==> config.mk <==
export PLATFORM = sky130hd
export DESIGN_NAME = core_dispatcher_flat
export DESIGN_NICKNAME = d
export VERILOG_FILES = /design/src/rtl/core_dispatcher_if.sv /design/src/rtl/core_dispatcher.sv /design/src/flat_wrapper.sv
export SDC_FILE = /design/constraint.sdc
export NUM_CORES = 1
export LEC_CHECK = 0
export CAP_MARGIN = 20
export CORE_ASPECT_RATIO = 1.4
export CORE_MARGIN = 5
export CORE_UTILIZATION = 44
export DETAILED_ROUTE_END_ITERATION = 7
export PLACE_DENSITY = 0.82
export SLEW_MARGIN = 15
export SYNTH_ARGS = -nofsm -noshare
export SYNTH_HDL_FRONTEND = slang
export SYNTH_SLANG_ARGS = --single-unit
==> constraint.sdc <==
create_clock -name clock -period 2.9 [get_ports clock]
set_clock_uncertainty 0.15 [all_clocks]
set_input_delay 0.29 -clock clock [delete_from_list [all_inputs] [get_ports clock]]
set_output_delay 0.29 -clock clock [all_outputs]
set_load 0.01 [all_outputs]
==> src/rtl/core_dispatcher_if.sv <==
// Host/core-side bundle for core_dispatcher: launch request, per-core
// completion flags, per-core status codes and run results.
interface core_dispatcher_if #(
  parameter int NUM_CORES = 4,
  parameter int CYCLE_W   = 16
);
  logic                   start;
  logic [NUM_CORES-1:0]   core_mask;
  logic [NUM_CORES-1:0]   end_process;
  logic [2*NUM_CORES-1:0] status;
  logic                   busy;
  logic                   done;
  logic                   timeout;
  logic [NUM_CORES-1:0]   finished_mask;
  logic [CYCLE_W-1:0]     cycle_count;

  modport master (
    output start, core_mask, end_process,
    input  status, busy, done, timeout, finished_mask, cycle_count
  );

  modport slave (
    input  start, core_mask, end_process,
    output status, busy, done, timeout, finished_mask, cycle_count
  );
endinterface

==> src/rtl/core_dispatcher.sv <==
// Launches the selected matrix-multiplier cores, tracks each to completion
// and reports done/timeout plus the number of RUN cycles spent.
module core_dispatcher #(
  parameter int NUM_CORES  = 4,
  parameter int CYCLE_W    = 16,
  parameter int MAX_CYCLES = 4000
) (
  input  logic              clock,
  input  logic              reset,
  core_dispatcher_if.slave  bus
);
  typedef enum logic [1:0] {S_IDLE, S_LAUNCH, S_RUN, S_DONE} state_t;

  localparam logic [1:0] ST_IDLE = 2'b00;
  localparam logic [1:0] ST_INIT = 2'b11;
  localparam logic [1:0] ST_RUN  = 2'b01;
  localparam logic [1:0] ST_HALT = 2'b10;
  localparam logic [CYCLE_W-1:0] LAST_CYCLE = CYCLE_W'(MAX_CYCLES - 1);

  state_t                 state;
  logic [NUM_CORES-1:0]   active_mask;
  logic [NUM_CORES-1:0]   finished_mask;
  logic [NUM_CORES-1:0]   fin_next;
  logic [2*NUM_CORES-1:0] status;
  logic [2*NUM_CORES-1:0] st_init, st_go, st_run, st_halt;
  logic [CYCLE_W-1:0]     cycle_count;
  logic                   busy, done, timeout;

  // Status words are precomputed for every transition so that the registered
  // status always matches the state being entered on the same edge.
  always_comb begin
    fin_next = finished_mask | (bus.end_process & active_mask);
    st_init  = '0;
    st_go    = '0;
    st_run   = '0;
    st_halt  = '0;
    for (int unsigned i = 0; i < NUM_CORES; i++) begin
      st_init[2*i +: 2] = bus.core_mask[i] ? ST_INIT : ST_IDLE;
      st_go[2*i +: 2]   = active_mask[i] ? ST_RUN : ST_IDLE;
      st_halt[2*i +: 2] = active_mask[i] ? ST_HALT : ST_IDLE;
      st_run[2*i +: 2]  = !active_mask[i] ? ST_IDLE :
                          (fin_next[i] ? ST_HALT : ST_RUN);
    end
  end

  always_ff @(posedge clock) begin
    if (reset) begin
      state         <= S_IDLE;
      active_mask   <= '0;
      finished_mask <= '0;
      cycle_count   <= '0;
      status        <= '0;
      busy          <= 1'b0;
      done          <= 1'b0;
      timeout       <= 1'b0;
    end else begin
      case (state)
        S_IDLE: begin
          if (bus.start && (bus.core_mask != '0)) begin
            state         <= S_LAUNCH;
            active_mask   <= bus.core_mask;
            finished_mask <= '0;
            cycle_count   <= '0;
            timeout       <= 1'b0;
            status        <= st_init;
            busy          <= 1'b1;
          end
        end
        S_LAUNCH: begin
          state  <= S_RUN;
          status <= st_go;
        end
        S_RUN: begin
          finished_mask <= fin_next;
          cycle_count   <= cycle_count + 1'b1;
          if (fin_next == active_mask) begin
            state   <= S_DONE;
            status  <= st_halt;
            busy    <= 1'b0;
            done    <= 1'b1;
            timeout <= 1'b0;
          end else if (cycle_count == LAST_CYCLE) begin
            state   <= S_DONE;
            status  <= st_halt;
            busy    <= 1'b0;
            done    <= 1'b1;
            timeout <= 1'b1;
          end else begin
            status <= st_run;
          end
        end
        S_DONE: begin
          if (!bus.start) begin
            state  <= S_IDLE;
            status <= '0;
            done   <= 1'b0;
          end
        end
        default: state <= S_IDLE;
      endcase
    end
  end

  assign bus.status        = status;
  assign bus.busy          = busy;
  assign bus.done          = done;
  assign bus.timeout       = timeout;
  assign bus.finished_mask = finished_mask;
  assign bus.cycle_count   = cycle_count;
endmodule
==> src/flat_wrapper.sv <==
// flat-port wrapper written by rule: the top's interface ports become plain ports
module core_dispatcher_flat 
#(
  parameter int NUM_CORES  = 4,
  parameter int CYCLE_W    = 16,
  parameter int MAX_CYCLES = 4000
)
  (clock, reset, bus_start, bus_core_mask, bus_end_process, bus_status, bus_busy, bus_done, bus_timeout, bus_finished_mask, bus_cycle_count);
  core_dispatcher_if #(.NUM_CORES(NUM_CORES), .CYCLE_W(CYCLE_W)) bus_i ();
  input  logic clock;
  input  logic reset;
  input wire logic [$bits(bus_i.start)-1:0] bus_start;
  input wire logic [$bits(bus_i.core_mask)-1:0] bus_core_mask;
  input wire logic [$bits(bus_i.end_process)-1:0] bus_end_process;
  output wire logic [$bits(bus_i.status)-1:0] bus_status;
  output wire logic [$bits(bus_i.busy)-1:0] bus_busy;
  output wire logic [$bits(bus_i.done)-1:0] bus_done;
  output wire logic [$bits(bus_i.timeout)-1:0] bus_timeout;
  output wire logic [$bits(bus_i.finished_mask)-1:0] bus_finished_mask;
  output wire logic [$bits(bus_i.cycle_count)-1:0] bus_cycle_count;
  assign bus_i.start = bus_start;
  assign bus_i.core_mask = bus_core_mask;
  assign bus_i.end_process = bus_end_process;
  assign bus_status = bus_i.status;
  assign bus_busy = bus_i.busy;
  assign bus_done = bus_i.done;
  assign bus_timeout = bus_i.timeout;
  assign bus_finished_mask = bus_i.finished_mask;
  assign bus_cycle_count = bus_i.cycle_count;
  core_dispatcher #(.NUM_CORES(NUM_CORES), .CYCLE_W(CYCLE_W), .MAX_CYCLES(MAX_CYCLES)) u_core (.clock(clock), .reset(reset), .bus(bus_i));
endmodule
* After elaboration in Yosys (flattened, before gate mapping)
Cells that the tools add are included.
** Operators by class
- Mux-type cells :: 45
- Equal/unequal tests :: 8
- Reduce and logical (&&, ||, !) cells :: 11
- Bitwise logic cells :: 2
- Add/sub/neg operators :: 1
** Operator list (number)
- $mux W2 :: 20
- $mux W8 :: 4
- $pmux W16 S2 :: 1
- $pmux W8 S4 :: 1
- $add A16 B1 Y16 const B :: 1
- $eq A16 B12 Y1 const B :: 1
- $mux W16 :: 1
- $mux W1 :: 12
- $reduce_and A3 Y1 :: 3
- $pmux W2 S4 :: 1
- $pmux W4 S2 :: 1
- $pmux W1 S2 :: 3
- $reduce_and A2 Y1 :: 3
- $and A4 B4 Y4 :: 1
- $eq A2 B2 Y1 const B :: 2
- $eq A4 B4 Y1 :: 1
- $mux W4 :: 1
- $or A4 B4 Y4 :: 1
- $reduce_bool A2 Y1 :: 2
- $reduce_bool A4 Y1 :: 1
- $ne A3 B1 Y1 const B :: 1
- $eq A2 B1 Y1 const B :: 1
- $logic_not A2 Y1 :: 1
- $ne A2 B1 Y1 const B :: 1
- 2 further kinds :: 2
** Storage, ports and cells
- Flip-flop bits (word level) :: 37

* Depth between registers and ports, before layout
Gate-level depths: netlist of run 1.
- Word-level depth :: 7
- Depth in mapped cells :: 9

* Worst setup path after synthesis of run 1
No wires, ideal clock.
- Path type :: register to register
- Start point :: reg u_core.active_mask[3]
- End point :: reg u_core.state[1]
- Data required time :: 2.632 ns
- Slack :: 0.755 ns
- Arrival :: 1.877 ns
- Stages on the path, launching flop included :: 8
- Period minus slack after synthesis :: 2.145 ns
- Path buffers :: 1
- Path through :: dfxtp_1 a21oi_1 inv_1 ha_1 or4_1 clkbuf_1 a31o_2 mux2i_1
** Between the ends
- Longest elaborated chain between the ends :: 5
- Elaborated cells between the ends (all ways) :: 7
- Those cells by class :: eq/ne (2); mux (2); bitwise (2); reduce/logical (1)
** Ends and longest elaborated chain
- from (decl) :: RTL line core_dispatcher.sv:21 : logic [NUM_CORES-1:0] active_mask;
- from (signal assigned) :: RTL line core_dispatcher.sv:61 : active_mask <= bus.core_mask;
- $and A4 B4 Y4 :: RTL line core_dispatcher.sv:32 : fin_next = finished_mask | (bus.end_process & active_mask);
- $or A4 B4 Y4 :: RTL line core_dispatcher.sv:32
- $eq A4 B4 Y1 * :: RTL line core_dispatcher.sv:76 : if (fin_next == active_mask) begin
- $mux W2 / $ne A3 B1 Y1 (equally long branches)
- $pmux W2 S4 / $reduce_and A3 Y1 (equally long branches)
- to (signal assigned) :: RTL line core_dispatcher.sv:60 : state <= S_LAUNCH;
- to (signal assigned) :: RTL line core_dispatcher.sv:77 : state <= S_DONE;
- to (signal assigned) :: RTL line core_dispatcher.sv:83 : state <= S_DONE;
- to (decl) :: RTL line core_dispatcher.sv:20 : state_t state;
Mark *: on every way between the ends. The rest lies on a longest branch, timed or not.
A chain may end at the register's enable or synchronous reset.

* Worst setup path after layout of run 1
- Start point :: reg u_core.active_mask[3]
- End point :: reg u_core.done (netlist: u_core.bus.done)
** Between the ends
- Longest elaborated chain between the ends :: 5
- Elaborated cells between the ends (all ways) :: 7
- Those cells by class :: eq/ne (2); mux (2); bitwise (2); reduce/logical (1)
** Ends and longest elaborated chain
- $and A4 B4 Y4 :: RTL line core_dispatcher.sv:32
- $or A4 B4 Y4 :: RTL line core_dispatcher.sv:32
- $eq A4 B4 Y1 * :: RTL line core_dispatcher.sv:76
- $ne A3 B1 Y1 (no source line) / $mux W1 (equally long branches)
- $reduce_and A3 Y1 (no source line) / $pmux W1 S2 (equally long branches)
- to (signal assigned) :: RTL line core_dispatcher.sv:80 : done <= 1'b1;
- to (signal assigned) :: RTL line core_dispatcher.sv:86 : done <= 1'b1;
- to (signal assigned) :: RTL line core_dispatcher.sv:96 : done <= 1'b0;
- to (decl) :: RTL line core_dispatcher.sv:27 : logic busy, done, timeout;
Marked as above.

==> results of run 1 <==
[logic make-up (layout without fill, tap and decap cells)]
kind of cell | count (synthesis) | in the layout | synth area share
flops | 37 | 37 | 0.353
mux | 7 | 7 | 0.0334
compound gates | 73 | 73 | 0.247
simple gates | 91 | 91 | 0.231
buf+inv | 28 | 71 | 0.0584
fa+ha+maj | 13 | 13 | 0.0774
[sequential cells by signal, summed over array words and instances, names as in the netlist]
| register | count |
|---|---|
| u_core.bus.busy | 1 |
| u_core.bus.cycle_count | 16 |
| u_core.bus.status | 8 |
| u_core.bus.finished_mask | 4 |
| u_core.bus.done | 1 |
| u_core.state | 2 |
| u_core.bus.timeout | 1 |
| u_core.active_mask | 4 |
[layout make-up]
| cell class | count | area [sq um] |
|---|---|---|
| Clock buffer | 6 | 72.6 |
| Clock inverter | 2 | 10.0 |
| Fill cell | 457 | 1920 |
| Inverter | 17 | 63.8 |
| Multi-Input combinational cell | 184 | 1240 |
| Sequential cell | 37 | 741 |
| Tap cell | 62 | 77.6 |
| Timing Repair Buffer | 46 | 448 |
[per-stage QoR]
step	util	hold WS, ns	setup WS [ns]	std cells	area, sq um
after detailed placement	0.562	0.330	0.206	346	2570
after CTS	0.580	0.344	0.509	354	2650
final	0.580	0.344	0.493	354	2650
after floorplan	-	0.276	0.755	249	2100
after global routing	0.580	0.364	0.382	354	2650
after global placement	0.562	0.323	0.248	346	2570
[layout by cell type, fill, tap and decap left out, types with 2 or more instances in the layout]
cell type	instances
sky130_fd_sc_hd__clkdlybuf4s50_1	41
sky130_fd_sc_hd__and2_1	3
sky130_fd_sc_hd__or3_1	4
sky130_fd_sc_hd__nor2_1	11
sky130_fd_sc_hd__a31oi_1	4
sky130_fd_sc_hd__nand4_1	8
sky130_fd_sc_hd__a21oi_1	22
sky130_fd_sc_hd__buf_4	5
sky130_fd_sc_hd__nand3_1	12
sky130_fd_sc_hd__clkinv_2	2
sky130_fd_sc_hd__o32a_1	4
sky130_fd_sc_hd__o21ai_0	5
sky130_fd_sc_hd__o211ai_1	4
sky130_fd_sc_hd__or4_1	9
sky130_fd_sc_hd__ha_1	13
sky130_fd_sc_hd__o21ai_1	3
sky130_fd_sc_hd__nand2b_1	6
sky130_fd_sc_hd__nand2_1	28
sky130_fd_sc_hd__inv_1	16
sky130_fd_sc_hd__a21o_1	4
sky130_fd_sc_hd__clkbuf_8	5
sky130_fd_sc_hd__a22oi_1	5
sky130_fd_sc_hd__a311oi_1	3
sky130_fd_sc_hd__mux2i_1	7
sky130_fd_sc_hd__o41ai_1	2
sky130_fd_sc_hd__dfxtp_1	37
sky130_fd_sc_hd__nor3_1	2
sky130_fd_sc_hd__o31ai_1	6
[worst max-delay path by stage]
stage | slack [ns] | depth (start not counted) | to | from
finish | 0.49 | 6 | u_core.bus.done | u_core.active_mask[3]
CTS | 0.51 | 6 | u_core.state[1] | u_core.active_mask[3]
floorplan | 0.75 | 7 | u_core.state[1] | u_core.active_mask[3]
detailed placement | 0.21 | 7 | u_core.state[1] | bus_end_process[3]
global placement | 0.25 | 7 | u_core.state[1] | bus_end_process[3]
global route | 0.38 | 6 | u_core.bus.done | u_core.active_mask[3]
[per-layer routing]
layer  vias up  GRT usage  part of all wire
met3        13     0.0465             0.070
met5         -          0                 0
met4         0     0.0829             0.022
met1       990      0.218              0.39
met2       108      0.319              0.51
li1       1019          -                 -
[power by group through the flow]
stage          registers (mW)  logic (mW)  clock network, mW
2_1_floorplan           0.670       0.499                  0
3_3_place_gp            0.662       0.744                  0
3_5_place_dp            0.664       0.757                  0
4_1_cts                 0.653       0.762              0.362
5_1_grt                 0.663       0.841              0.387
6_report                0.654       0.768              0.354
==> results by group, run 1 <==
Power
  • Largest voltage drop on the vdd net: 0.000505 V
  • Power per unit of standard cell area: 670 nW/um^2
  • Power dissipated by switching net loads: 0.710 mW
  • Share of total power in sequential cells: 0.368
  • Clock network power share: 0.199
  • Combinational Power Share: 0.433
  • Power, Total: 1.78 mW
  • Internal Power: 1.07 mW
  • Net switching fraction of the power: 0.400
  • Leak Pwr: 0.933 nW

Logic synthesis
  • Portion of synthesized cell area occupied by the leading cell type: 0.353
  • Mean Syn Cell Area: 8.44 sq um
  • Register bit count reported by yosys: 37
  • Synth Cell Area: 2100 sq um
  • Portion of the post-synthesis area used by sequential elements: 0.353
  • Count of flip-flops with a built-in enable after synthesis: 0
  • Cells after Synth: 249
  • Cell with the most instances after synthesis: sky130_fd_sc_hd__dfxtp_1
  • Synth cell count leaders: sky130_fd_sc_hd__dfxtp_1 (37), sky130_fd_sc_hd__nand2_1 (28), sky130_fd_sc_hd__a21oi_1 (22)
  • Leading area contributor after synthesis: sky130_fd_sc_hd__dfxtp_1
  • Net count of the mapped netlist: 273
  • Yosys warnings: 0
  • Synth cell types: 47
  • Primary flip-flop cell chosen by synthesis mapping: sky130_fd_sc_hd__dfxtp_1
  • Synth top area cells: sky130_fd_sc_hd__dfxtp_1 (35%), sky130_fd_sc_hd__ha_1 (7.7%), sky130_fd_sc_hd__a21oi_1 (5.2%), sky130_fd_sc_hd__nand2_1 (5.0%), sky130_fd_sc_hd__mux2i_1 (3.3%)
  • Share of async-settable or async-resettable flops after synthesis: 0

Clock tree
  • CTS Hold Bufs: 0
  • Clk_lat worst skew: 0.30 ns
  • Clk root buf: sky130_fd_sc_hd__clkbuf_8
  • Num CTS Buffers: 5
  • Setup bufs post-CTS: 0
  • TritonCTS clock tree: done
  • Max H-tree Level: 2
  • Number of instances resized during post-cts repair: 0
  • Buffers from clock root to sink, at most: 2
  • Number of sinks driven by the clock tree: 37
  • Clock transition at the register clock pins on the worst setup and hold paths after CTS: 0.08 ns

Setup path
  • Minimum setup slack among reg-to-reg paths: 0.49 ns
  • CP Capture Type: flop
  • Series of cell instances along the critical path: a21oi_1 > inv_1 > ha_1 > or4_1 > a211o_1 > a31oi_1
  • Reg-to-reg critical path endpoint: u_core.bus.done
  • Arrival @ worst endpoint: 2.49 ns
  • Worst R2R Path Depth: 6
  • Crit Path Class: flop to flop
  • Worst Path Max Fanout: 10
  • Critical path buffer and inverter count: 1
  • Cell at the slowest stage of the critical path: sky130_fd_sc_hd__or4_1
  • Startpoint type of the worst setup path: flop
  • Worst path required time: 2.98 ns
  • Gate family responsible for the most delay along the worst path: compound AO/OA/AOI/OAI gates
  • Startpoint of the most critical register-to-register path: u_core.active_mask[3]
  • Crit-path max cell delay: 0.68 ns

Worst hold path
  • Classification of the worst-slack hold path: flop to flop
  • Hold Crit Endpoint: u_core.bus.timeout
  • Hold wc startpoint: u_core.bus.timeout
  • Worst Hold Depth: 1

Timing
  • Transition at the pin with the smallest max-transition slack: 0.631 ns
  • Highest clock rate: 0.415 GHz
  • Final-report max-slew violation count: 0
  • Final hold vios: 0
  • Tmin final: 2.41 ns
  • Count of endpoints failing setup in the final report: 0
  • Worst-case headroom to the max-slew limit: 0.579
  • Final critical-path share of the clock period: 0.830
  • Unrepaired setup endpoints after global routing: false
  • Total Negative Setup Slacks: 0 ns

Flow run
  • Max Cap Violations: 0

Die
  • I/O pins: 42
  • Number of cell rows: 29
  • Initial core utilization: 0.459
  • Chip Width: 68.4 microns
  • Core region area: 4570 sq um
  • DIE HEIGHT: 91.8 microns
  • Die outline area: 6280 sq um

Cells and area
  • Fraction of layout instances using a drive strength above 1: 0.0616
  • Diodes inserted: 0
  • # nets final: 315
  • Area growth from synthesis to final layout: 26.1%

Global route
  • Largest net degree at the start of global routing: 18
  • Number of antenna violations at the first check in global routing: 0
  • GRT Util Overall: 0.189
  • Global-route wire length before repair: 9310 microns
  • Number of global-route vias before repair: 1,990
  • Grt ovf: 0

Route
  • Total number of vias: 2,130
  • Vias/cell: 6.02
  • First-iteration detailed-routing DRC count: 202
  • Residual antenna-violating net count after detailed routing: 0
  • Number of remaining DRC errors: 0
  • 1st-pass router iterations: 4
  • Average wire length per cell after detail routing: 15.8 microns
  • Wire length reported by the detailed router: 5600 microns

Place
  • Final RePlAce weighted congestion: 0.922
  • HPWL after DPL: 4140 microns
  • Count of input and output buffers: 41

Run status
  • Run status: completed
Note: power is estimated with default switching activity, not from simulation.
==> inputs of run 2 (changes only) <==
- clock period: 2.9 -> 2.4 ns (I/O delays scaled with it)
==> results by group, run 2 (synthesized netlist as in run 1, its figures left out) <==
Global route
  • Grt ovf: 0 (unchanged)
  • Largest net degree at the start of global routing: 16 (-2)
  • Global-route wire length before repair: 10,200 microns (+9.3%)
  • Number of antenna violations at the first check in global routing: 0 (unchanged)
  • GRT Util Overall: 0.206 (+0.0167)
  • Number of global-route vias before repair: 2,240 (+13%)

Timing
  • Unrepaired setup endpoints after global routing: false
  • Final-report max-slew violation count: 0 (unchanged)
  • Tmin final: 2.21 ns (-0.197 ns)
  • Transition at the pin with the smallest max-transition slack: 0.568 ns (-0.0631 ns)
  • Worst-case headroom to the max-slew limit: 0.621 (+0.0421)
  • Final hold vios: 0 (unchanged)
  • Highest clock rate: 0.453 GHz (+8.9%)
  • Final critical-path share of the clock period: 0.921 (+0.0908)
  • Count of endpoints failing setup in the final report: 0 (unchanged)

Run status
  • Run status: completed

Cells and area
  • Final instance count without filler cells: 374 (+5.6%)
  • Finished layout cell area: 2800 sq um (+5.8%)
  • Area growth from synthesis to final layout: 33.5%
  • Leading cell types in the layout, fill and taps excluded: sky130_fd_sc_hd__clkdlybuf4s50_1 (41), sky130_fd_sc_hd__dfxtp_1 (37), sky130_fd_sc_hd__nand2_1 (28), sky130_fd_sc_hd__buf_4 (25), sky130_fd_sc_hd__a21oi_1 (22)
  • Fraction of layout instances using a drive strength above 1: 0.125 (+0.0634)
  • Most flops, register: u_core.bus.cycle_count
  • Final core utilization: 0.613 (+0.0337)
  • Most frequent standard cell in the layout excluding fill and tap cells: sky130_fd_sc_hd__clkdlybuf4s50_1
  • # nets final: 335 (+6.3%)
  • Largest registers in the final layout: u_core.bus.cycle_count x16, u_core.bus.status x8
  • Diodes inserted: 0 (unchanged)
  • Max reg flops: 16 (unchanged)

Power
  • Power, Total: 2.31 mW (+30%)
  • Leak Pwr: 1.03 nW (+10%)
  • Largest voltage drop on the vdd net: 0.000592 V (+17%)
  • Power per unit of standard cell area: 824 nW/um^2 (+23%)

Route
  • Wire length reported by the detailed router: 6250 microns (+12%)
  • Number of remaining DRC errors: 0 (unchanged)
  • Residual antenna-violating net count after detailed routing: 0 (unchanged)
  • 1st-pass router iterations: 4 (unchanged)
  • Vias/cell: 6.17 (+2.6%)
  • First-iteration detailed-routing DRC count: 222 (+9.9%)
  • Average wire length per cell after detail routing: 16.7 microns (+5.7%)
  • Total number of vias: 2,309 (+8.4%)

Setup path
  • Startpoint of the most critical register-to-register path: u_core.state[0]
  • Worst Path Max Fanout: 9 (-1)
  • Critical path buffer and inverter count: 3 (+2)
  • Minimum setup slack among reg-to-reg paths: 0.19 ns (-0.30 ns)
  • Series of cell instances along the critical path: inv_1 > ha_1 > inv_1 > a22oi_4 > buf_4 > or4_1 > a21oi_1
  • Crit Path Class: flop to flop
  • Cell at the slowest stage of the critical path: sky130_fd_sc_hd__or4_1
  • Startpoint type of the worst setup path: flop
  • Gate family responsible for the most delay along the worst path: buffers and inverters
  • Reg-to-reg critical path endpoint: u_core.bus.cycle_count[5]
  • Cell repeated most along the worst path: sky130_fd_sc_hd__inv_1
  • Worst R2R Path Depth: 7 (+1)
  • Crit-path max cell delay: 0.48 ns (-0.20 ns)
  • Arrival @ worst endpoint: 2.29 ns (-0.20 ns)
  • CP Capture Type: flop
  • Worst path required time: 2.48 ns (-0.50 ns)

Die
  • Core region area: 4570 sq um (unchanged)
  • Initial core utilization: 0.459 (unchanged)
  • I/O pins: 42 (unchanged)
  • Die outline area: 6280 sq um (unchanged)
  • DIE HEIGHT: 91.8 microns (unchanged)
  • Chip Width: 68.4 microns (unchanged)
  • Number of cell rows: 29 (unchanged)

Place
  • Instance count after placement with tap cells included: 366 (+5.8%)
  • Count of input and output buffers: 41 (unchanged)
  • HPWL after DPL: 4700 microns (+13%)
  • Final RePlAce weighted congestion: 0.935 (+1.5%)
  • Post-place instance area: 2720 sq um (+5.8%)

Flow run
  • Max Cap Violations: 0 (unchanged)

Clock tree
  • Setup bufs post-CTS: 0 (unchanged)
  • Clock transition at the register clock pins on the worst setup and hold paths after CTS: 0.08 ns (about the same)
  • Number of sinks driven by the clock tree: 37 (unchanged)
  • Num CTS Buffers: 5 (unchanged)
  • CTS Hold Bufs: 0 (unchanged)
  • Number of instances resized during post-cts repair: 0 (unchanged)
  • TritonCTS clock tree: done
  • Clk_lat worst skew: 0.30 ns (about the same)
  • Clk root buf: sky130_fd_sc_hd__clkbuf_8
  • Max H-tree Level: 2 (unchanged)
  • Buffers from clock root to sink, at most: 2 (unchanged)

Worst hold path
  • Hold Crit Endpoint: u_core.bus.busy
  • Classification of the worst-slack hold path: flop to flop
  • Worst Hold Depth: 2 (+1)
  • Hold wc startpoint: u_core.bus.busy
run 2: layout make-up:
cell class	count	area, sq um
fillers	443	1770
multi-input cells	184	1240
flip-flops and latches	37	741
repair buffers	66	598
well taps	62	77.6
clock buffers	5	68.8
inverters	17	63.8
clock inverters	3	17.5
run 2: how the worst max path moves through the flow:
stage | cells after the start | from | slack [ns] | endpoint
4_1_cts | 7 | bus_end_process[0] | 0.22 | u_core.bus.timeout
2_1_floorplan | 7 | u_core.active_mask[3] | 0.25 | u_core.state[1]
3_3_place_gp | 6 | bus_end_process[0] | -0.03 | u_core.state[1]
3_5_place_dp | 6 | bus_end_process[0] | -0.07 | u_core.bus.done
6_report | 7 | u_core.state[0] | 0.19 | u_core.bus.cycle_count[5]
5_1_grt | 8 | bus_end_process[3] | 0.1 | u_core.bus.timeout
run 2: report_power, final:
group | total (mW) | leakage (nW) | switching, mW | internal (mW)
Clock | 0.438 | 0.0439 | 0.238 | 0.200
Sequential | 0.775 | 0.301 | 0.0691 | 0.706
Combinational | 1.10 | 0.685 | 0.632 | 0.464
run 2: tightest hold or removal path: stages, from the launching register on:
cell	delay, ns
sky130_fd_sc_hd__dfxtp_1	0.32
sky130_fd_sc_hd__inv_1	0.05
sky130_fd_sc_hd__a221oi_1	0.06
run 2: routing by layer:
layer	global-route usage	routed length, microns
met5	0	0
met3	0.0416	404
met4	0.131	318
met1	0.218	2300
met2	0.355	3230
run 2: through the flow:
step / hold slack [ns] / TNS, ns / worst slack [ns]
floorplan: 0.226 / 0 / 0.255
detailed placement: 0.324 / -0.506 / -0.0731
global route: 0.377 / 0 / 0.0959
CTS: 0.338 / 0 / 0.220
finish: 0.342 / 0 / 0.190
global placement: 0.328 / -0.0884 / -0.0299
==> inputs of run 3 (changes only) <==
--- a/config.mk
+++ b/config.mk
@@ -10,4 +10,5 @@
 export CORE_MARGIN = 5
 export CORE_UTILIZATION = 44
+export CTS_BUF_LIST = sky130_fd_sc_hd__clkbuf_16
 export DETAILED_ROUTE_END_ITERATION = 7
 export PLACE_DENSITY = 0.82
==> constraint.sdc (replaced) <==
create_clock -name clock -period 2.4 [get_ports clock]
set_clock_uncertainty 0.15 [all_clocks]
set_input_delay 0.6 -clock clock [delete_from_list [all_inputs] [get_ports clock]]
set_output_delay 0.6 -clock clock [all_outputs]
set_load 0.01 [all_outputs]
==> results by group, run 3 (synthesized netlist as in run 1, its figures left out) <==
Run status
  • Run status: completed

Clock tree
  • Num CTS Buffers: 5 (unchanged)
  • Max H-tree Level: 2 (unchanged)
  • Number of sinks driven by the clock tree: 37 (unchanged)
  • Clock transition at the register clock pins on the worst setup and hold paths after CTS: 0.06 ns (-0.02 ns)
  • Clk_lat worst skew: 0.28 ns (-0.02 ns)
  • Buffers from clock root to sink, at most: 2 (unchanged)
  • TritonCTS clock tree: done
  • Clk root buf: sky130_fd_sc_hd__clkbuf_16

Cells and area
  • # nets final: 347 (+3.6%)
  • Largest registers in the final layout: u_core.bus.cycle_count x16, u_core.bus.status x8
  • Diodes inserted: 0 (unchanged)
  • Most flops, register: u_core.bus.cycle_count
  • Leading cell types in the layout, fill and taps excluded: sky130_fd_sc_hd__clkdlybuf4s50_1 (37), sky130_fd_sc_hd__dfxtp_1 (37), sky130_fd_sc_hd__buf_4 (36), sky130_fd_sc_hd__nand2_1 (28), sky130_fd_sc_hd__a21oi_1 (20)
  • Fraction of layout instances using a drive strength above 1: 0.182 (+0.0571)
  • Area growth from synthesis to final layout: 44.1%
  • Final instance count without filler cells: 386 (+3.2%)
  • Max reg flops: 16 (unchanged)

Route
  • Average wire length per cell after detail routing: 16.2 microns (-3.3%)
  • Vias/cell: 5.91 (-4.2%)
  • 1st-pass router iterations: 4 (unchanged)
  • Residual antenna-violating net count after detailed routing: 0 (unchanged)
  • First-iteration detailed-routing DRC count: 188 (-15%)
  • Wire length reported by the detailed router: 6240 microns (-0.18%)
  • Number of remaining DRC errors: 0 (unchanged)
  • Total number of vias: 2,283 (-1.1%)

Global route
  • Number of global-route vias before repair: 2,322 (+3.7%)
  • Global-route wire length before repair: 10,400 microns (+2.1%)
  • Largest net degree at the start of global routing: 22 (+6)
  • Number of antenna violations at the first check in global routing: 0 (unchanged)
  • GRT Util Overall: 0.214 (+0.00836)
  • Grt ovf: 0 (unchanged)

Power
  • Leak Pwr: 1.14 nW (+11%)
  • Power per unit of standard cell area: 869 nW/um^2 (+5.5%)
  • Power, Total: 2.63 mW (+14%)
  • Largest voltage drop on the vdd net: 0.000495 V (-16%)

Die
  • I/O pins: 42 (unchanged)
  • Core region area: 4570 sq um (unchanged)
  • Chip Width: 68.4 microns (unchanged)
  • Initial core utilization: 0.459 (unchanged)
  • Number of cell rows: 29 (unchanged)
  • Die outline area: 6280 sq um (unchanged)
  • DIE HEIGHT: 91.8 microns (unchanged)

Timing
  • Worst-case headroom to the max-slew limit: 0.640 (+0.0187)
  • Worst slack on hold paths: 0.335 ns (-0.00663 ns)
  • Final hold vios: 0 (unchanged)
  • Tmin final: 2.30 ns (+0.0916 ns)
  • Final critical-path share of the clock period: 0.959 (+0.0381)
  • Final-report max-slew violation count: 0 (unchanged)
  • Unrepaired setup endpoints after global routing: false
  • Highest clock rate: 0.435 GHz (-4.0%)
  • Count of endpoints failing setup in the final report: 0 (unchanged)
  • Transition at the pin with the smallest max-transition slack: 0.540 ns (-0.0280 ns)

Place
  • HPWL after DPL: 4630 microns (-1.5%)
  • Instance count after placement with tap cells included: 375 (+2.5%)
  • Count of input and output buffers: 41 (unchanged)
  • Final RePlAce weighted congestion: 0.920 (-1.6%)

Setup path
  • Worst Path Max Fanout: 6 (-3)
  • Startpoint type of the worst setup path: input port
  • Worst R2R Path Depth: 7 (unchanged)
  • CP Capture Type: flop
  • Worst path required time: 2.44 ns (-0.04 ns)
  • Arrival @ worst endpoint: 2.34 ns (+0.05 ns)
  • Crit Path Class: input port to flop

Worst hold path
  • Worst Hold Depth: 2 (unchanged)
  • Classification of the worst-slack hold path: flop to flop

Flow run
  • Max Cap Violations: 0 (unchanged)
-- run 3: changes by cell type in the layout (fill, tap and decap cells not counted), sizes merged --
cell and delta:
clkdlybuf4s50 -4, dlygate4sd2 +2, buf +12, inv +1, dlymetal6s2s +2, clkinvlp -1
-- run 3: worst paths after layout --
check                       start                    endpoint  slack (ns)
setup / recovery        bus_start        u_core.bus.status[2]         0.1
hold / removal    u_core.bus.busy             u_core.bus.busy        0.33
setup reg to reg  u_core.state[1]  u_core.bus.cycle_count[11]        0.13
hold reg to reg   u_core.bus.busy             u_core.bus.busy        0.33
-- run 3: cell type report --
type	instances	area [sq um]
clock buffers	5	125
multi-input cells	184	1300
inverters	17	63.8
repair buffers	78	703
flip-flops and latches	37	741
well taps	62	77.6
clock inverters	3	13.8
fillers	405	1550
-- run 3: critical path, cell delays in order --
cell	delay [ns]
sky130_fd_sc_hd__clkdlybuf4s50_1	0.47
sky130_fd_sc_hd__buf_4	0.16
sky130_fd_sc_hd__and2_1	0.17
sky130_fd_sc_hd__a21oi_1	0.44
sky130_fd_sc_hd__buf_4	0.22
sky130_fd_sc_hd__nor2_1	0.04
sky130_fd_sc_hd__a311oi_1	0.24
-- run 3: power breakdown --
part	total, mW	internal (mW)	switching, mW	leakage, nW
Combinational	1.22	0.579	0.646	0.768
Sequential	0.782	0.708	0.0746	0.301
Clock	0.624	0.377	0.247	0.0748
-- run 3: routing by layer --
metal,vias to the layer above,global-route usage,part of all wire
li1,1085,-,-
met1,1072,0.235,0.37
met2,103,0.370,0.53
met4,0,0.119,0.035
met3,23,0.0403,0.064
met5,-,0,0
-- run 3: repair_timing --
action                                  in CTS  in global routing
buffers inserted                             3                  0
pin swaps                                    7                  4
endpoints found under the setup margin       9                  7
hold buffers                                 0                  0
resized for setup                            9                  5
cloned                                       0                  0
-- run 3: metrics by stage --
step,area (sq um),worst slack [ns],setup TNS (ns),util
6_report,3030,0.0985,0,0.662
2_1_floorplan,2100,0.0221,0,-
3_3_place_gp,2800,-0.509,-7.09,0.612
5_1_grt,3030,0.0185,0,0.662
3_5_place_dp,2800,-0.529,-7.64,0.612
4_1_cts,3010,0.0316,0,0.659
